[src/rtl/program_memory_loader_pkg.sv]
// Shared definitions for the program memory loader.
//   loader_state_e : frame-parser FSM states (3-bit encoding)
//   BytesPerWord   : bytes assembled into one program-memory word
//   LenBytes       : bytes in the frame length header
//   ByteCntW       : width of the byte-within-word counter
//   CsumInit       : checksum value at the start of a frame
//   word_addr()    : word index -> PC-compatible byte address
package program_memory_loader_pkg;

   typedef enum logic [2:0] {
      StIdle  = 3'd0,
      StLenLo = 3'd1,
      StLenHi = 3'd2,
      StData  = 3'd3,
      StCsum  = 3'd4,
      StDone  = 3'd5,
      StError = 3'd6
   } loader_state_e;

   localparam int unsigned BytesPerWord = 4;
   localparam int unsigned LenBytes     = 2;
   localparam int unsigned ByteCntW     = $clog2(BytesPerWord);
   localparam logic [7:0]  CsumInit     = 8'h00;

   function automatic logic [31:0] word_addr(input logic [15:0] index);
      return {14'b0, index, 2'b00};
   endfunction

endpackage

[src/rtl/program_memory_loader_if.sv]
// Byte link and program-memory write port of the loader.
//   start_i       : one-cycle pulse, begin a new frame
//   byte_valid_i  : byte_data_i holds a valid byte
//   byte_data_i   : incoming frame byte
//   byte_ready_o  : loader accepts a byte this cycle
//   mem_write_o   : one-cycle write strobe per assembled word
//   mem_address_o : byte address of the word being written
//   mem_data_o    : word being written
// Modports: master = host / memory side, slave = loader.
interface program_memory_loader_if;

   logic        start_i;
   logic        byte_valid_i;
   logic [7:0]  byte_data_i;
   logic        byte_ready_o;
   logic        mem_write_o;
   logic [31:0] mem_address_o;
   logic [31:0] mem_data_o;

   modport master (
      output start_i,
      output byte_valid_i,
      output byte_data_i,
      input  byte_ready_o,
      input  mem_write_o,
      input  mem_address_o,
      input  mem_data_o
   );

   modport slave (
      input  start_i,
      input  byte_valid_i,
      input  byte_data_i,
      output byte_ready_o,
      output mem_write_o,
      output mem_address_o,
      output mem_data_o
   );

endinterface

[src/rtl/program_memory_loader_byte_to_word_assembler.sv]
// Packs a byte stream into little-endian 32-bit words.
//   clk, reset : clock, synchronous active-high reset
//   clear      : restart word assembly (new frame)
//   byte_valid : byte_data is consumed this cycle
//   byte_data  : incoming byte
//   word_valid : this cycle's byte completes a word (combinational)
//   word_data  : the completed word, valid with word_valid
module program_memory_loader_byte_to_word_assembler
   import program_memory_loader_pkg::*;
(
   input  logic        clk,
   input  logic        reset,
   input  logic        clear,
   input  logic        byte_valid,
   input  logic [7:0]  byte_data,
   output logic        word_valid,
   output logic [31:0] word_data
);

   logic [ByteCntW-1:0] byte_cnt_q;
   // Holds the first three bytes of a word; the fourth is taken straight from the input.
   logic [23:0]         shift_q;

   assign word_valid = byte_valid && (byte_cnt_q == ByteCntW'(BytesPerWord - 1));
   assign word_data  = {byte_data, shift_q};

   always_ff @(posedge clk) begin
      if (reset || clear) begin
         byte_cnt_q <= '0;
         shift_q    <= '0;
      end else if (byte_valid) begin
         byte_cnt_q <= byte_cnt_q + ByteCntW'(1);
         shift_q    <= {byte_data, shift_q[23:8]};
      end
   end

endmodule

[src/rtl/program_memory_loader.sv]
// Framed program-image loader: parses LEN_LO, LEN_HI, 4*N data bytes and an XOR
// checksum, writes the words to program memory from address 0 and holds the core
// in reset until a frame verifies.
//   clk, reset  : clock, synchronous active-high reset
//   bus         : byte link + memory write port (slave modport)
//   cpu_reset_o : 1 = hold the core in reset
//   busy_o      : frame in progress
//   done_o      : last frame loaded and verified
//   error_o     : last frame rejected
module program_memory_loader
   import program_memory_loader_pkg::*;
#(
   parameter int unsigned PROGRAM_MEMORY_DEPTH = 64
) (
   input  logic                   clk,
   input  logic                   reset,
   program_memory_loader_if.slave bus,
   output logic                   cpu_reset_o,
   output logic                   busy_o,
   output logic                   done_o,
   output logic                   error_o
);

   localparam logic [15:0] Depth16 = 16'(PROGRAM_MEMORY_DEPTH);

   loader_state_e state_q, state_d;
   logic [15:0]   len_q, len_d;
   logic [15:0]   word_index_q, word_index_d;
   logic [7:0]    csum_q, csum_d;
   logic          byte_ready_q, byte_ready_d;
   logic          mem_write_q, mem_write_d;
   logic [31:0]   mem_address_q, mem_address_d;
   logic [31:0]   mem_data_q, mem_data_d;
   logic          cpu_reset_q, cpu_reset_d;
   logic          busy_q, busy_d;
   logic          done_q, done_d;
   logic          error_q, error_d;

   logic          byte_accept;
   logic          asm_clear;
   logic          word_valid;
   logic [31:0]   word_data;
   logic [15:0]   len_word;

   assign byte_accept = bus.byte_valid_i && byte_ready_q;
   assign len_word    = {bus.byte_data_i, len_q[7:0]};

   program_memory_loader_byte_to_word_assembler u_assembler (
      .clk        (clk),
      .reset      (reset),
      .clear      (asm_clear),
      .byte_valid (byte_accept && (state_q == StData)),
      .byte_data  (bus.byte_data_i),
      .word_valid (word_valid),
      .word_data  (word_data)
   );

   always_comb begin
      state_d       = state_q;
      len_d         = len_q;
      word_index_d  = word_index_q;
      csum_d        = csum_q;
      mem_write_d   = 1'b0;
      mem_address_d = mem_address_q;
      mem_data_d    = mem_data_q;
      cpu_reset_d   = cpu_reset_q;
      busy_d        = busy_q;
      done_d        = done_q;
      error_d       = error_q;
      asm_clear     = 1'b0;

      case (state_q)
         StIdle, StDone, StError: begin
            // IDLE lets the core run; DONE has already released it; ERROR keeps it held.
            if (state_q == StIdle) cpu_reset_d = 1'b0;
            if (bus.start_i) begin
               state_d      = StLenLo;
               done_d       = 1'b0;
               error_d      = 1'b0;
               word_index_d = '0;
               csum_d       = CsumInit;
               cpu_reset_d  = 1'b1;
               busy_d       = 1'b1;
               asm_clear    = 1'b1;
            end
         end
         StLenLo: begin
            if (byte_accept) begin
               len_d   = {8'h00, bus.byte_data_i};
               csum_d  = csum_q ^ bus.byte_data_i;
               state_d = StLenHi;
            end
         end
         StLenHi: begin
            if (byte_accept) begin
               len_d  = len_word;
               csum_d = csum_q ^ bus.byte_data_i;
               if (len_word > Depth16) begin
                  state_d = StError;
                  error_d = 1'b1;
                  busy_d  = 1'b0;
               end else if (len_word == 16'd0) begin
                  state_d = StCsum;
               end else begin
                  state_d = StData;
               end
            end
         end
         StData: begin
            if (byte_accept) begin
               csum_d = csum_q ^ bus.byte_data_i;
               if (word_valid) begin
                  // Word is registered here and appears on the port in the next cycle.
                  mem_write_d   = 1'b1;
                  mem_address_d = word_addr(word_index_q);
                  mem_data_d    = word_data;
                  word_index_d  = word_index_q + 16'd1;
                  if (word_index_q + 16'd1 == len_q) state_d = StCsum;
               end
            end
         end
         StCsum: begin
            if (byte_accept) begin
               busy_d = 1'b0;
               if (bus.byte_data_i == csum_q) begin
                  state_d     = StDone;
                  done_d      = 1'b1;
                  cpu_reset_d = 1'b0;
               end else begin
                  state_d = StError;
                  error_d = 1'b1;
               end
            end
         end
         default: state_d = StIdle;
      endcase

      // Registered ready: follows the state being entered so it aligns with state_q.
      byte_ready_d = (state_d == StLenLo) || (state_d == StLenHi) ||
                     (state_d == StData)  || (state_d == StCsum);
   end

   always_ff @(posedge clk) begin
      if (reset) begin
         state_q       <= StIdle;
         len_q         <= '0;
         word_index_q  <= '0;
         csum_q        <= CsumInit;
         byte_ready_q  <= 1'b0;
         mem_write_q   <= 1'b0;
         mem_address_q <= '0;
         mem_data_q    <= '0;
         cpu_reset_q   <= 1'b1;
         busy_q        <= 1'b0;
         done_q        <= 1'b0;
         error_q       <= 1'b0;
      end else begin
         state_q       <= state_d;
         len_q         <= len_d;
         word_index_q  <= word_index_d;
         csum_q        <= csum_d;
         byte_ready_q  <= byte_ready_d;
         mem_write_q   <= mem_write_d;
         mem_address_q <= mem_address_d;
         mem_data_q    <= mem_data_d;
         cpu_reset_q   <= cpu_reset_d;
         busy_q        <= busy_d;
         done_q        <= done_d;
         error_q       <= error_d;
      end
   end

   assign bus.byte_ready_o  = byte_ready_q;
   assign bus.mem_write_o   = mem_write_q;
   assign bus.mem_address_o = mem_address_q;
   assign bus.mem_data_o    = mem_data_q;
   assign cpu_reset_o       = cpu_reset_q;
   assign busy_o            = busy_q;
   assign done_o            = done_q;
   assign error_o           = error_q;

endmodule

[src/flat_wrapper.sv]
// flat-port wrapper written by rule: the top's interface ports become plain ports
module program_memory_loader_flat import program_memory_loader_pkg::*;
#(
   parameter int unsigned PROGRAM_MEMORY_DEPTH = 64
)
  (clk, reset, cpu_reset_o, busy_o, done_o, error_o, bus_start_i, bus_byte_valid_i, bus_byte_data_i, bus_byte_ready_o, bus_mem_write_o, bus_mem_address_o, bus_mem_data_o);
  program_memory_loader_if bus_i ();
  input  logic clk;
  input  logic reset;
  output logic cpu_reset_o;
  output logic busy_o;
  output logic done_o;
  output logic error_o;
  input wire logic [$bits(bus_i.start_i)-1:0] bus_start_i;
  input wire logic [$bits(bus_i.byte_valid_i)-1:0] bus_byte_valid_i;
  input wire logic [$bits(bus_i.byte_data_i)-1:0] bus_byte_data_i;
  output wire logic [$bits(bus_i.byte_ready_o)-1:0] bus_byte_ready_o;
  output wire logic [$bits(bus_i.mem_write_o)-1:0] bus_mem_write_o;
  output wire logic [$bits(bus_i.mem_address_o)-1:0] bus_mem_address_o;
  output wire logic [$bits(bus_i.mem_data_o)-1:0] bus_mem_data_o;
  assign bus_i.start_i = bus_start_i;
  assign bus_i.byte_valid_i = bus_byte_valid_i;
  assign bus_i.byte_data_i = bus_byte_data_i;
  assign bus_byte_ready_o = bus_i.byte_ready_o;
  assign bus_mem_write_o = bus_i.mem_write_o;
  assign bus_mem_address_o = bus_i.mem_address_o;
  assign bus_mem_data_o = bus_i.mem_data_o;
  program_memory_loader #(.PROGRAM_MEMORY_DEPTH(PROGRAM_MEMORY_DEPTH)) u_core (.clk(clk), .reset(reset), .bus(bus_i), .cpu_reset_o(cpu_reset_o), .busy_o(busy_o), .done_o(done_o), .error_o(error_o));
endmodule
[config.mk]
export PLATFORM = sky130hd
export DESIGN_NAME = program_memory_loader_flat
export DESIGN_NICKNAME = d
export VERILOG_FILES = /design/src/rtl/program_memory_loader_pkg.sv /design/src/rtl/program_memory_loader_if.sv /design/src/rtl/program_memory_loader_byte_to_word_assembler.sv /design/src/rtl/program_memory_loader.sv /design/src/flat_wrapper.sv
export SDC_FILE = /design/constraint.sdc
export NUM_CORES = 1
export LEC_CHECK = 0
export BUFFER_PORTS_ARGS = -buffer_cell sky130_fd_sc_hd__buf_2
export CAP_MARGIN = 20
export CORE_UTILIZATION = 40
export CTS_BUF_LIST = sky130_fd_sc_hd__clkbuf_8 sky130_fd_sc_hd__clkbuf_16
export DETAILED_ROUTE_END_ITERATION = 7
export SLEW_MARGIN = 15
export SYNTH_ARGS = -nofsm -noshare
export SYNTH_HDL_FRONTEND = slang
export SYNTH_SLANG_ARGS = --single-unit
[constraint.sdc]
create_clock -name clk -period 3.03 [get_ports clk]
set_input_delay 0.606 -clock clk [delete_from_list [all_inputs] [get_ports clk]]
set_output_delay 0.606 -clock clk [all_outputs]
set_load 0.005 [all_outputs]
**After elaboration in Yosys (flattened, before gate mapping)**

Index checks and enable logic that the tools add are counted.

- Equal/unequal tests: 24
- Bitwise operators: 4
- Magnitude comparators: 1
- Add/sub/neg operators: 2
- Multiplexer cells: 43
- Reductions and logical operators: 26

Operators by type and width:

| kind | count |
|---|---|
| 16-bit 2-to-1 mux | 5 |
| 16-bit case mux with 2 select lines | 2 |
| 3-bit 2-to-1 mux | 9 |
| 1-bit 2-to-1 mux | 18 |
| 16-bit by 1-bit adder with 16-bit output, second input constant | 1 |
| 16-bit equality test | 1 |
| 16-bit by 7-bit > comparator with 1-bit output, second input constant | 1 |
| 16-bit logical NOT | 1 |
| 8-bit 2-to-1 mux | 2 |
| 8-bit case mux with 2 select lines | 1 |
| 3-bit case mux with 5 select lines | 1 |
| 2-bit by 1-bit inequality test with 1-bit output, second input constant | 7 |
| 3-bit by 2-bit equality test with 1-bit output, second input constant | 4 |
| 3-bit equality test, second input constant | 4 |
| 3-bit AND reduction | 4 |
| 4-bit AND reduction | 3 |
| 3-bit OR reduction | 3 |
| 8-bit equality test | 1 |
| 2-bit nonzero test | 4 |
| 8-bit bitwise XOR | 1 |
| 3-bit by 1-bit equality test with 1-bit output, second input constant | 2 |
| 2-bit inequality test, second input constant | 3 |
| 1-bit case mux with 3 select lines | 2 |
| 6-bit AND reduction | 1 |
| 11 further kinds | 19 |

- Output and inout port bits: 70
- Register bits: 123
- Word-level logic and storage cells: 115

**Depth between registers and ports, before layout**

- Depth in word-level cells: 10
- Depth in mapped cells: 8
- Gate-level depth less buffers: 7

**By module**

Synthesis repeated with hierarchy kept, for this count alone.

- Cells, all modules: 727
- Area total of the unflattened synthesis: 5,885.6 µm²

Modules (own cells, without submodules):

| module | times used | sequential area each (µm²) | area an instance (µm²) | cells each |
|---|---|---|---|---|
| program_memory_loader | 1 | 1,941.9 | 4,845.9 | 632 |
| program_memory_loader_byte_to_word_assembler | 1 | 520.5 | 1,039.7 | 95 |

**Least setup slack after synthesis**

Ideal clock, no wire load.

- Path type: input-to-reg
- Start: in bus_byte_valid_i
- End: reg u_core.state_q[0]
- Cell stages on the path: 8
- Setup time: 138 ps
- Slack: 886 ps
- Arrival: 2,006 ps
- Buffers on the path: 2
- Cell sequence: and2_1 clkbuf_1 and4_1 buf_2 o2111ai_1 a2111oi_0 and4_1 a211oi_1

- Word-level cells in the longest chain between the ends: 6

Ends and longest elaborated chain:

| element | RTL line | RTL |
|---|---|---|
| start: declaration | flat_wrapper.sv:15 | `input wire logic [$bits(bus_i.byte_valid_i)-1:0] bus_byte_valid_i;` |
| 1-bit logical AND (*) | program_memory_loader.sv:45 | `assign byte_accept = bus.byte_valid_i && byte_ready_q;` |
| 1-bit logical AND | program_memory_loader.sv:52 | `.byte_valid (byte_accept && (state_q == StData)),` |
| 1-bit logical AND | program_memory_loader_byte_to_word_assembler.sv:24 | `assign word_valid = byte_valid && (byte_cnt_q == ByteCntW'(BytesPerWord - 1));` |
| 3-bit 2-to-1 mux | program_memory_loader.sv:112 | `if (word_valid) begin` |
| 3-bit 2-to-1 mux | program_memory_loader.sv:110 | `if (byte_accept) begin` |
| 3-bit case mux with 5 select lines (*) | program_memory_loader.sv:72 | `case (state_q)` |
| end signal: assignment | program_memory_loader.sv:145 | `state_q <= StIdle;` |
| end signal: assignment | program_memory_loader.sv:158 | `state_q <= state_d;` |
| end: declaration | program_memory_loader.sv:26 | `loader_state_e state_q, state_d;` |

Every way passes the cells marked *; elsewhere a longest branch is shown, timed or not.
A chain may end at the register's enable or synchronous reset.

**Worst setup path after layout**

- Start: reg u_core.word_index_q[0]
- End: reg u_core.state_q[2]

- Word-level cells in the longest chain between the ends: 6

Ends and longest elaborated chain:

| element | RTL line | RTL |
|---|---|---|
| start: declaration | program_memory_loader.sv:28 | `logic [15:0] word_index_q, word_index_d;` |
| start signal: assignment | program_memory_loader.sv:160 | `word_index_q <= word_index_d;` |
| 16-bit by 1-bit adder with 16-bit output | program_memory_loader.sv:118 | `if (word_index_q + 16'd1 == len_q) state_d = StCsum;` |
| 16-bit equality test | program_memory_loader.sv:118 |  |
| 3-bit 2-to-1 mux | program_memory_loader.sv:118 |  |
| 3-bit 2-to-1 mux | program_memory_loader.sv:112 |  |
| 3-bit 2-to-1 mux | program_memory_loader.sv:110 |  |
| 3-bit case mux with 5 select lines | program_memory_loader.sv:72 |  |

Every way passes these cells.

==> metrics.csv <==
stage;metric;value;unit
final_layout;nets;788;
cts;cts_made_buffers;17;
synthesis;synth_seq_cells;123;
cts;cts_tree;done;
flow_run;drv_cap;0;
timing;timing.hold.ws;0.447;ns
synthesis;yosys.cell_count.top_type;nand2_1;
power_and_ir_drop;powerDensity;575;nW/µm²
timing;timing.fmax;0.395;GHz
final_layout;n_antenna_cell;0;
floorplan;die_area;14700;µm²
timing;maxSlewViolCount;0;
route;drt_pass1_iterations;7;
cts;cts_buffer_depth;2;
synthesis;synth_cell_types;62;
synthesis;synthCells;732;
cts;clkSinkCount;123;
synthesis;synth.avg_cell_area;7.78;µm²
power_and_ir_drop;switching_power;0.834;mW
placed_design;post-dp-hpwl;9700;µm
power_and_ir_drop;pwr-share-seq;0.424;
synthesis;synthTopCellsByCount;173 x nand2_1, 123 x dfxtp_1, 113 x a21oi_1, 43 x nor2_1, 34 x clkbuf_1;
timing;setup_viol;0;
floorplan;start_util;0.410;
setup_path;worstPathMaxFanout;9;
power_and_ir_drop;p_leak;2.48;nW
global_route;grt_pass1_vias;4628;
synthesis;synth_top_area_share;0.432;
synthesis;synth_area_leaders;dfxtp_1 43%, nand2_1 11%, a21oi_1 9.9%;
power_and_ir_drop;p_int;3.01;mW
cts;clk-insertion-delay-late;0.42;ns
timing;rsz0062_at_grt;no;
synthesis;synth-async-reset-ratio;0;
power_and_ir_drop;p_clk_frac;0.543;
power_and_ir_drop;switching_share;0.217;
final_layout;area_delta_synth_final;17.6;%
global_route;antenna_found_initial;0;
cts;clk_pin_slew;0.05;ns
route;ant_nets;0;
synthesis;synth_top_area_cell;dfxtp_1;
timing;final_hold_viol_count;0;
setup_path;cp-end-kind;flip-flop;
global_route;gr-total-overflow;0;
timing;layout_min_cycle_time;2.53;ns
synthesis;synth_top_flop_cell;dfxtp_1;
global_route;grt_use_total;0.207;
setup_path;cp-start-kind;flip-flop;
final_layout;utilization;0.482;
timing;finalSetupTns;0;ns
hold_path;hold_class;flip-flop to flip-flop;
hold_path;whs_path_depth;2;
timing;finalCritPeriodShare;0.835;
synthesis;synth-edff-count;0;
timing;fin_skew;0.00750;ns
synthesis;ys_seq_area_frac;0.432;
setup_path;worstRegToRegCells;7;
route;drc_errors;0;
synthesis;yosysWarnings;0;
floorplan;core_area;13900;µm²
floorplan;die_y;121;µm
placed_design;place.gp.congestion;0.891;
placed_design;place_ws;0.416;ns
power_and_ir_drop;ir_worst_vdd;0.000385;V
cts;cts_max_level;4;
route;wl_per_cell;15.1;µm
final_layout;drive_above_1_share;0.161;
synthesis;syn-cell-area;5700;µm²
setup_path;path_class;flip-flop to flip-flop;
cts;holdBufCountCts;0;
floorplan;fp-row-count;43;
global_route;grt_max_degree;92;
route;drt-vias-per-instance;5.33;
timing;fin_ws;0.500;ns
floorplan;fp.dieW;121;µm
power_and_ir_drop;combPwrFrac;0.033;
route;vias;5156;
placed_design;numPortBuffers;65;
floorplan;io_pins;82;
global_route;grt_pass1_wl;23600;µm
power_and_ir_drop;total_power;3.85;mW
setup_path;arrival;2.84;ns
timing;tightest_slew;0.701;ns
timing;slew_headroom;0.532;
route;drtIter0Drc;304;
cts;clock-root-buffer;clkbuf_16;
run_status;outcome;finished clean;
route;drt-total-wl;14600;µm
setup_path;required;3.34;ns
final_layout;fillers;1403;
==> per-layer routing <==
| layer | global-route usage | vias to the layer above | wire, µm |
|---|---|---|---|
| li1 | - | 2574 | - |
| met2 | 0.320 | 135 | 6640 |
| met4 | 0.0733 | 0 | 228 |
| met5 | 0 | - | 0 |
| met3 | 0.0611 | 24 | 755 |
| met1 | 0.271 | 2423 | 6950 |
==> through the flow <==
step | instance area [µm²] | instances
5_1_grt | 6700 | 967
6_report | 6700 | 967
3_5_place_dp | 6080 | 935
2_1_floorplan | 5750 | 747
3_3_place_gp | 6080 | 935
4_1_cts | 6690 | 967
==> flip-flops by register name (all words and copies together), names as in the netlist <==
name                           flops
u_core.busy_o                      1
u_core.bus.mem_data_o             32
u_core.word_index_q               16
u_core.cpu_reset_o                 1
u_core.bus.mem_address_o          16
u_core.error_o                     1
u_core.u_assembler.shift_q        24
u_core.bus.mem_write_o             1
u_core.bus.byte_ready_o            1
u_core.len_q                      16
u_core.done_o                      1
u_core.state_q                     3
u_core.u_assembler.byte_cnt_q      2
u_core.csum_q                      8
==> power groups by stage <==
stage / Clock (mW) / Combinational [mW] / Sequential [mW]
finish: 2.09 / 0.127 / 1.63
global route: 2.21 / 0.141 / 1.63
CTS: 2.12 / 0.127 / 1.63
detailed placement: 0 / 0.126 / 1.67
global placement: 0 / 0.124 / 1.67
floorplan: 0 / 0.102 / 1.66
==> worst paths after layout <==
| check | slack, ns | startpoint | to |
|---|---|---|---|
| hold / removal | 0.45 | u_core.bus.mem_address_o[6]$_SDFFE_PP0P_ | u_core.bus.mem_address_o[6]$_SDFFE_PP0P_ |
| setup / recovery | 0.50 | u_core.word_index_q[0]$_SDFFE_PP0P_ | u_core.state_q[2]$_SDFF_PP0_ |
| hold reg to reg | 0.45 | u_core.bus.mem_address_o[6]$_SDFFE_PP0P_ | u_core.bus.mem_address_o[6]$_SDFFE_PP0P_ |
| setup reg to reg | 0.50 | u_core.word_index_q[0]$_SDFFE_PP0P_ | u_core.state_q[2]$_SDFF_PP0_ |
==> cells in the final DEF, fill, tap and decap left out, drive strengths merged, types with 3 or more instances in the layout <==
cell type / Yosys / final
nand3b: 7 / 7
nor2: 44 / 44
inv: 5 / 9
and3: 4 / 4
nand3: 17 / 17
xnor2: 13 / 13
nor2b: 11 / 11
a21oi: 113 / 113
nand2: 173 / 173
conb: 1 / 16
buf: 38 / 80
nor4: 8 / 8
or3: 9 / 9
bufinv: 0 / 3
a22oi: 9 / 9
a211oi: 6 / 6
and2: 4 / 4
nand4: 7 / 7
o21ai: 26 / 26
or4: 4 / 4
clkinvlp: 0 / 5
clkbuf: 34 / 20
a221oi: 3 / 3
o21a: 3 / 3
dfxtp: 123 / 123
and4: 5 / 5
nand2b: 5 / 5
nor3: 10 / 10
xor2: 15 / 15
==> critical path, cell delays in order (launching register included) <==
cell,delay [ns]
dfxtp_1,0.51
ha_1,0.33
nand3_1,0.30
or2_2,0.41
a221oi_1,0.34
a2111oi_2,0.09
and4_1,0.24
o21ba_1,0.19
==> final cells by class <==
type	instances	area, µm²	area share
Clock buffer	20	467	0.0697
Tap cell	180	225	0.0336
Sequential cell	123	2460	0.368
Clock inverter	12	148	0.0220
Timing Repair Buffer	80	450	0.0673
Inverter	5	18.8	0.00280
Multi-Input combinational cell	547	2930	0.437
==> cells by family after synthesis <==
family | Yosys count | share of synthesized area
adder cells (fa/ha/maj) | 2 | 0.00439
other | 1 | 0.000658
AND/OR/NAND/NOR | 314 | 0.261
flip-flops | 123 | 0.432
AO/OA/AOI/OAI | 184 | 0.189
multiplexers | 3 | 0.00571
XOR/XNOR | 28 | 0.0431
buffers and inverters | 77 | 0.0646
==> repair_timing <==
action	in CTS	in global routing
endpoints found under the setup margin	0	3
gates resized for setup	0	1
hold endpoints to repair	0	0
setup buffers	0	0
Note: power is estimated with default switching activity, not from simulation.
